===== src/rtl/jacobi_residual.sv =====
// Residual r = b - A*x for the Jacobi solver's signed Q-format words.
// One multiply-accumulate per clock. Reports per-row residuals, max |r|, a convergence flag
// against TOLERANCE, and a sticky saturation flag. A, x and b are read live, not captured.
module jacobi_residual #(
    parameter int unsigned SIZE      = 3,
    parameter int unsigned PRECISION = 16,
    parameter int unsigned POINT     = 8,
    parameter int unsigned TOLERANCE = 4
) (
    input  logic                                           clk,
    input  logic                                           I_RSTn,
    input  logic [SIZE-1:0][SIZE-1:0][PRECISION+POINT-1:0] A,
    input  logic [SIZE-1:0][PRECISION+POINT-1:0]           x,
    input  logic [SIZE-1:0][PRECISION+POINT-1:0]           b,
    input  logic                                           start,
    output logic [SIZE-1:0][PRECISION+POINT-1:0]           r,
    output logic [PRECISION+POINT-1:0]                     max_abs_r,
    output logic                                           converged,
    output logic                                           sat,
    output logic                                           ready
);

    localparam int unsigned W  = PRECISION + POINT;
    // Wide enough that SIZE full products can never wrap the accumulator.
    localparam int unsigned AW = 2 * W + $clog2(SIZE) + 1;
    localparam int unsigned IW = (SIZE > 1) ? $clog2(SIZE) : 1;

    localparam logic [IW-1:0] LastIdx = IW'(SIZE - 1);
    localparam logic signed [AW-1:0] MaxV = {{(AW - W + 1){1'b0}}, {(W - 1){1'b1}}};
    localparam logic signed [AW-1:0] MinV = {{(AW - W + 1){1'b1}}, {(W - 1){1'b0}}};

    typedef enum logic [1:0] {StIdle, StMac, StRow, StDone} state_e;

    state_e                     state_q, state_d;
    logic [IW-1:0]              i_q, i_d;
    logic [IW-1:0]              j_q, j_d;
    logic signed [AW-1:0]       acc_q, acc_d;
    logic [SIZE-1:0][W-1:0]     r_q, r_d;
    logic [W-1:0]               max_q, max_d;
    logic                       conv_q, conv_d;
    logic                       sat_q, sat_d;
    logic                       ready_q, ready_d;

    logic signed [W-1:0]        a_sel;
    logic signed [W-1:0]        x_sel;
    logic signed [2*W-1:0]      prod;
    logic signed [2*W-1:0]      prod_sh;
    logic signed [AW-1:0]       prod_ext;
    logic signed [AW-1:0]       b_ext;
    logic signed [AW-1:0]       diff;
    logic                       ovf_hi;
    logic                       ovf_lo;
    logic [W-1:0]               r_new;
    logic [W-1:0]               r_abs;
    logic [W-1:0]               max_new;

    // Arithmetic: floor-shifted product, row difference, clamp and magnitude.
    always_comb begin
        a_sel    = A[i_q][j_q];
        x_sel    = x[j_q];
        prod     = a_sel * x_sel;
        prod_sh  = prod >>> POINT;
        prod_ext = {{(AW - 2 * W){prod_sh[2*W-1]}}, prod_sh};
        b_ext    = {{(AW - W){b[i_q][W-1]}}, b[i_q]};
        diff     = b_ext - acc_q;
        ovf_hi   = diff > MaxV;
        ovf_lo   = diff < MinV;
        if (ovf_hi) begin
            r_new = MaxV[W-1:0];
        end else if (ovf_lo) begin
            r_new = MinV[W-1:0];
        end else begin
            r_new = diff[W-1:0];
        end
        // Unsigned magnitude: -2^(W-1) maps to 2^(W-1) without overflow.
        r_abs   = r_new[W-1] ? (~r_new + W'(1)) : r_new;
        max_new = (r_abs > max_q) ? r_abs : max_q;
    end

    // State register.
    always_ff @(posedge clk or negedge I_RSTn) begin
        if (!I_RSTn) begin
            state_q <= StIdle;
        end else begin
            state_q <= state_d;
        end
    end

    // Next-state logic; start wins in every state.
    always_comb begin
        state_d = state_q;
        if (start) begin
            state_d = StMac;
        end else begin
            unique case (state_q)
                StIdle:  state_d = StIdle;
                StMac:   state_d = (j_q == LastIdx) ? StRow : StMac;
                StRow:   state_d = (i_q == LastIdx) ? StDone : StMac;
                StDone:  state_d = StDone;
                default: state_d = StIdle;
            endcase
        end
    end

    // Datapath and output next-state values, decoded from the current state.
    always_comb begin
        i_d     = i_q;
        j_d     = j_q;
        acc_d   = acc_q;
        r_d     = r_q;
        max_d   = max_q;
        conv_d  = conv_q;
        sat_d   = sat_q;
        ready_d = ready_q;
        if (start) begin
            // r is deliberately left alone until each row is rewritten.
            i_d     = '0;
            j_d     = '0;
            acc_d   = '0;
            max_d   = '0;
            conv_d  = 1'b0;
            sat_d   = 1'b0;
            ready_d = 1'b0;
        end else begin
            unique case (state_q)
                StMac: begin
                    acc_d = acc_q + prod_ext;
                    j_d   = (j_q == LastIdx) ? '0 : j_q + IW'(1);
                end
                StRow: begin
                    r_d[i_q] = r_new;
                    sat_d    = sat_q | ovf_hi | ovf_lo;
                    max_d    = max_new;
                    acc_d    = '0;
                    if (i_q == LastIdx) begin
                        i_d     = '0;
                        ready_d = 1'b1;
                        conv_d  = max_new <= W'(TOLERANCE);
                    end else begin
                        i_d = i_q + IW'(1);
                    end
                end
                default: begin
                end
            endcase
        end
    end

    // Datapath and status registers.
    always_ff @(posedge clk or negedge I_RSTn) begin
        if (!I_RSTn) begin
            i_q     <= '0;
            j_q     <= '0;
            acc_q   <= '0;
            r_q     <= '0;
            max_q   <= '0;
            conv_q  <= 1'b0;
            sat_q   <= 1'b0;
            ready_q <= 1'b0;
        end else begin
            i_q     <= i_d;
            j_q     <= j_d;
            acc_q   <= acc_d;
            r_q     <= r_d;
            max_q   <= max_d;
            conv_q  <= conv_d;
            sat_q   <= sat_d;
            ready_q <= ready_d;
        end
    end

    assign r         = r_q;
    assign max_abs_r = max_q;
    assign converged = conv_q;
    assign sat       = sat_q;
    assign ready     = ready_q;

endmodule


===== config.mk =====
export PLATFORM = sky130hd
export DESIGN_NAME = jacobi_residual
export DESIGN_NICKNAME = d
export VERILOG_FILES = /design/src/rtl/jacobi_residual.sv
export SDC_FILE = /design/constraint.sdc
export NUM_CORES = 2
export LEC_CHECK = 0
export CORE_ASPECT_RATIO = 1.5
export CORE_MARGIN = 2
export CORE_UTILIZATION = 60
export CTS_CLUSTER_SIZE = 10
export DETAILED_ROUTE_END_ITERATION = 12
export DONT_BUFFER_PORTS = 1
export HOLD_SLACK_MARGIN = 0.05
export PLACE_DENSITY = 0.81
export SLEW_MARGIN = 20
export SYNTH_ARGS = -nofsm -noshare
export SYNTH_HDL_FRONTEND = slang
export SYNTH_SLANG_ARGS = --single-unit

===== constraint.sdc =====
create_clock -name clk -period 16.4 [get_ports clk]
set_clock_uncertainty 0.2 [all_clocks]
set_input_delay 1.64 -clock clk [delete_from_list [all_inputs] [get_ports clk]]
set_output_delay 1.64 -clock clk [all_outputs]
set_load 0.02 [all_outputs]

### Yosys cells after proc, flatten, opt, wreduce, memory -nomap -nowiden

Index checks and enable logic that the tools add are counted.

| operators by class | value |
|---|---|
| multiply operators | 1 |
| muxes and demuxes | 37 |
| bitwise logic cells | 4 |
| eq/ne operators | 5 |
| reduce and logical (&&, ||, !) cells | 8 |
| magnitude comparators | 7 |
| add/subtract/negate cells | 5 |

Operators by type and width:

| kind | count |
|---|---|
| two-way mux 24 bit | 10 |
| binary-select mux 24 bit (select 2 bit) | 3 |
| binary-select mux 72 bit (select 2 bit) | 1 |
| one-hot mux 51 bit (2 select lines) | 1 |
| bitwise mux 72 bit | 1 |
| two-way mux 72 bit | 1 |
| adder 51 x 40 -> 51 bit | 1 |
| > comparator 51 x 24 -> 1 bit (second input constant) | 1 |
| < comparator 51 x 24 -> 1 bit (second input constant) | 1 |
| two-way mux 51 bit | 1 |
| subtractor 24 x 51 -> 51 bit | 1 |
| demux 24 bit (select 2 bit) | 1 |
| multiplier 24 x 24 -> 48 bit | 1 |
| adder 24 x 1 -> 24 bit (second input constant) | 1 |
| > comparator 24 bit | 1 |
| less-or-equal comparator 24 x 3 -> 1 bit (second input constant) | 1 |
| inverter 24 bit | 1 |
| two-way mux 2 bit | 9 |
| == test 2 bit (second input constant) | 4 |
| two-way mux 1 bit | 8 |
| one-hot mux 2 bit (4 select lines) | 1 |
| < comparator 2 x 3 -> 1 bit (second input constant) | 2 |
| nonzero test 2 bit | 3 |
| adder 2 x 1 -> 2 bit (second input constant) | 2 |
| 8 further kinds | 10 |

| word-level totals | value |
|---|---|
| output and inout bits | 99 |
| logic and storage cells | 78 |
| bits in registers | 156 |

### Longest topological paths before layout

| logic depth | value |
|---|---|
| depth after elaboration | 15 |
| gate-level depth with buffers | 55 |

### Least setup slack after synthesis

No wires, ideal clock.

| path | value |
|---|---|
| path kind | input port to flip-flop |
| from | in A[147] (netlist name) |
| to | reg acc_q[50] |
| data arrival time | 11.883 ns |
| stages | 45 |
| library setup time | 0.118 ns |
| setup slack | 4.199 ns |
| cells stage by stage | mux2_2 > a221oi_1 > o32ai_1 > clkbuf_1 > nand2_1 > fa_1 > fa_1 > inv_1 > fa_1 > ha_1 > ha_1 > fa_1 > fa_1 > ha_1 > nand2_1 > a2bb2oi_1 > o311a_1 > o21ai_0 > [9 not listed] > a21o_1 > a21oi_1 > xnor2_1 > ha_1 > a21oi_1 > nor2b_1 > nor4b_1 > o211ai_1 > a21boi_0 > o211ai_1 > nand2_1 > o211ai_1 > o41ai_1 > o21bai_1 > o41ai_1 > xor2_1 > a21o_1 > a21o_1 |

| between the ends | value |
|---|---|
| cells in the longest elaborated chain, start to end | 8 |

RTL lines:

| item | line | RTL |
|---|---|---|
| start: declaration | 12 | `input logic [SIZE-1:0][SIZE-1:0][PRECISION+POINT-1:0] A,` |
| binary-select mux 72 bit (select 2 bit) | 59 | `a_sel = A[i_q][j_q];` |
| two-way mux 72 bit (not written as such) | 59 |  |
| binary-select mux 24 bit (select 2 bit) | 59 |  |
| two-way mux 24 bit (not written as such) | 59 |  |
| multiplier 24 x 24 -> 48 bit | 61 | `prod = a_sel * x_sel;` |
| adder 51 x 40 -> 51 bit | 127 | `acc_d = acc_q + prod_ext;` |
| one-hot mux 51 bit (2 select lines) | 125 | `unique case (state_q)` |
| two-way mux 51 bit | 115 | `if (start) begin` |
| end signal: assignment | 154 | `acc_q <= '0;` |
| end signal: assignment | 163 | `acc_q <= acc_d;` |
| end: declaration | 37 | `logic signed [AW-1:0] acc_q, acc_d;` |

Every way passes these cells. The select of a mux whose other input is x is not followed.
A chain may end at the register's enable or synchronous reset.

### Worst setup path in the final report

| path | value |
|---|---|
| from | reg i_q[1] |
| to | reg acc_q[50] |

| between the ends | value |
|---|---|
| cells in the longest elaborated chain, start to end | 8 |

RTL lines:

| item | line | RTL |
|---|---|---|
| start: declaration | 35 | `logic [IW-1:0] i_q, i_d;` |
| start signal: assignment | 161 | `i_q <= i_d;` |
| binary-select mux 72 bit (select 2 bit) | 59 |  |
| two-way mux 72 bit (not written as such) | 59 |  |
| binary-select mux 24 bit (select 2 bit) | 59 |  |
| two-way mux 24 bit (not written as such) | 59 |  |
| multiplier 24 x 24 -> 48 bit | 61 |  |
| adder 51 x 40 -> 51 bit | 127 |  |
| one-hot mux 51 bit (2 select lines) | 125 |  |
| two-way mux 51 bit | 115 |  |

Every way passes these cells. The select of a mux whose other input is x is not followed.

==> metrics.md <==
| Metric | Value |
|---|---|
| Asr flop ratio synth | 1.00 |
| Root Buffer | clkbuf_16 |
| DP HPWL | between 90000 and 100000 um |
| Mux share of post-synthesis cell area | 0.0384 |
| Largest family of logic cells by synthesized area | adder cells |
| Crit path max-delay family | compound AO/OA/AOI/OAI gates |
| Endpoints failing setup | 0 |
| TritonCTS Buffers | 17 |
| Post-synth EDFFs | 0 |
| Most used DFF post-synth | dfrtp_1 |
| Rel. slew slack | 0.217 |
| Worst Hold End | acc_q[44] |
| Initial cell density of the core | 0.605 |
| H-tree levels | 4 |
| Slew Viols, Final | 0 |
| Post-Syn Area | approximately 37000 um2 |
| Worst skew pair latency | about 0.46 ns |
| Cts hold-fix bufs | 0 |
| Hold path startpoint | acc_q[44] |
| Commonest non-fill, non-tap cells in the layout | nand2_1 (685), inv_1 (677), fa_1 (608), nor2_1 (347), ha_1 (255) |
| FF-to-FF Start | i_q[1] |
| Maximum fanout along the worst path | 65 |
| Most frequent CP cell | a21o_1 |
| Total GRT Usage | 0.378 |
| Final Hold Vio Count | 0 |
| Outcome | finished clean |
| Crit path buffers/inverters | 5 |
| Area fraction in compound gates after synthesis | 0.145 |
| Period minus WS final | approximately 14 ns |
| Required time worst endpoint | roughly 17 ns |
| Sequential-to-total area share from yosys stat | 0.106 |
| PostCTS Resize Cnt | 0 |
| Routed Antenna Nets | 0 |
| Layout cells sized above 1 | 0.0530 |
| Die Area | 63500 um2 |
| First-pass GRT wire length | 182000 um |
| Horiz. Die Dim | between 200 and 250 um |
| Nets | between 5000 and 6000 |
| Vias per Instance | approximately 6.3 |
| CTS sink cnt | 156 |
| IO Count | roughly 460 |
| Max Fclk | 71.5 MHz |
| Most common cell after layout, fill and taps aside | nand2_1 |
| Adder-cell share of the synthesized area | 0.417 |
| Setup bufs post-CTS | 0 |
| Type of the worst setup path | reg2reg |
| Chip height | roughly 300 um |
| DR WL/cell | between 20 and 25 um |
| Syn Area/Cell | between 8 and 9 um2 |
| Synth Warn # | 0 |
| Residual DRC count | 0 |
| Slowest CP cell | dfrtp_4 |
| R2R Path End | acc_q[50] |
| Xor-xnor portion of the synthesized cell area | 0.0304 |
| Rows | 111 |
| Yosys reg bits | around 160 |
| Largest net degree at the start of global routing | approximately 160 |
| Register-to-register setup slack | around 2.4 ns |
| Setup ws final | approximately 2.4 ns |
| 1st-iter DRT viols | between 3000 and 4000 |
| Setup TNS | 0 ns |
| Pre-CTS setup slack | between 2 and 3 ns |
| Post-synth net total | about 5600 |
| Hold depth | 2 |
| PortBufs | 0 |
| CP arrival | roughly 14 ns |
| R2R cell count | between 40 and 50 |
| Critical Path End Type | flip-flop |
| Unrepaired setup endpoints after global routing | false |
| Drt first pass iters | 7 |
| Period utilization | 0.853 |
| Std-Cell Core Area | about 60000 um2 |
| Vias | roughly 32000 |
| Initial antenna violation count | 16 |
| Clk buf depth | 2 |
| Max cap viols | 0 |
| Syn-to-layout area delta | 4.29% |
| Final wirelength | approximately 120000 um |
| Clk slew on worst S/H paths | approximately 0.080 ns |
| Simple-gate area share of the yosys netlist | 0.172 |
| Vias in the first global route | roughly 33000 |
| Worst path max stage delay | approximately 0.86 ns |
| Hold_ws | about 0.32 ns |
| Netlist cell types | slightly below 100 |
| HP Class | reg2reg |
| Startpoint types | flip-flop |
| Synth Instances | between 4000 and 5000 |
| CTS tree | done |
| Placer Congestion | 1.02 |
| Remaining Overflow, GRT | 0 |
| Worst Max-Slew Pin Slew | between 1 and 1.5 ns |
how the worst max path moves through the flow:
stage	startpoint	endpoint	slack (ns)	cells after the start
after floorplan	A[147]	acc_q[50]	4.20	45
after global placement	i_q[1]	acc_q[50]	2.91	49
after detailed placement	i_q[1]	acc_q[50]	2.60	49
after CTS	i_q[1]	acc_q[50]	2.57	49
after global routing	i_q[1]	acc_q[50]	1.55	49
final	i_q[1]	acc_q[50]	2.42	49
routing by layer:
| layer | part of all wire | wire, um | GRT usage |
|---|---|---|---|
| met4 | 0.090 | 10800 | 0.298 |
| met1 | 0.33 | 39300 | 0.413 |
| met3 | 0.098 | 11700 | 0.0903 |
| met5 | 0.00081 | 97 | 0.000794 |
| met2 | 0.48 | 57500 | 0.624 |
sequential cells by signal (all words and copies together), names as in the netlist, 2 cells and up:
name,flops
max_abs_r,24
i_q,2
r,72
state_q,2
acc_q,51
j_q,2
area by class of cell:
class                   instances  area (um2)
well taps                     791         990
inverters                     678        2540
clock inverters                15         169
multi-input cells            3370       29800
diodes                          8        20.0
clock buffers                  17         425
fillers                      5125       22500
flip-flops and latches        156        3910
repair buffers                 83         623
cells by family (layout without fill, tap and decap cells):
| logic type | count (synthesis) | after routing |
|---|---|---|
| multiplexers | 135 | 135 |
| buffers and inverters | 887 | 793 |
| AO/OA/AOI/OAI | 821 | 821 |
| XOR/XNOR | 127 | 127 |
| flip-flops | 156 | 156 |
| other | 0 | 8 |
| AND/OR/NAND/NOR | 1424 | 1424 |
| adder cells (fa/ha/maj) | 863 | 863 |
Yosys cell counts (14+ instances only):
library cell,number,area [um2]
o31ai_1,14,105
or3_1,18,113
nand4_1,32,200
xnor2_1,74,648
ha_1,255,3190
o22ai_1,14,87.6
or2_2,14,87.6
o21a_1,21,158
inv_1,677,2540
o211ai_1,17,128
a211oi_1,26,195
fa_1,608,12200
and3_1,18,113
buf_1,15,56.3
o21ai_1,26,130
a21o_1,96,721
a31oi_1,15,93.8
nand2_1,686,2570
nor3_1,45,225
clkbuf_1,173,649
nor2_1,348,1310
xor2_1,52,455
o21bai_1,17,128
a221oi_1,22,193
nor4_1,16,100
nand2b_1,54,338
and2_1,34,213
mux2_2,40,450
buf_2,18,90.1
mux2i_1,93,931
a221o_1,20,200
nand3_1,48,240
a21oi_1,190,951
dfrtp_1,156,3900
o21ai_0,217,1090
nor2b_1,55,344
worst register-to-register path: cells and delay by family (launching register included):
| kind | cells | cell delay, ns |
|---|---|---|
| xor gates and xnor gates | 2 | 0.22 |
| muxes | 1 | 0.29 |
| adders and majority gates | 9 | 4.23 |
| and+or+nand+nor | 6 | 0.91 |
| AOI/OAI and AO/OA | 26 | 6.16 |
| DFF | 1 | 0.86 |
| buffers and inverters | 5 | 1.00 |
through the flow:
| step | util | area, um2 | cells |
|---|---|---|---|
| 6_report | 0.631 | 38400 | 5118 |
| 5_1_grt | 0.630 | 38400 | 5115 |
| 4_1_cts | 0.630 | 38400 | 5110 |
| 3_5_place_dp | 0.620 | 37800 | 5078 |
| 3_3_place_gp | 0.620 | 37800 | 5078 |
| 2_1_floorplan | - | 36900 | 4413 |
Power is not shown: default switching activity piles up to over one toggle a cycle in this logic, so the estimate is an artifact.
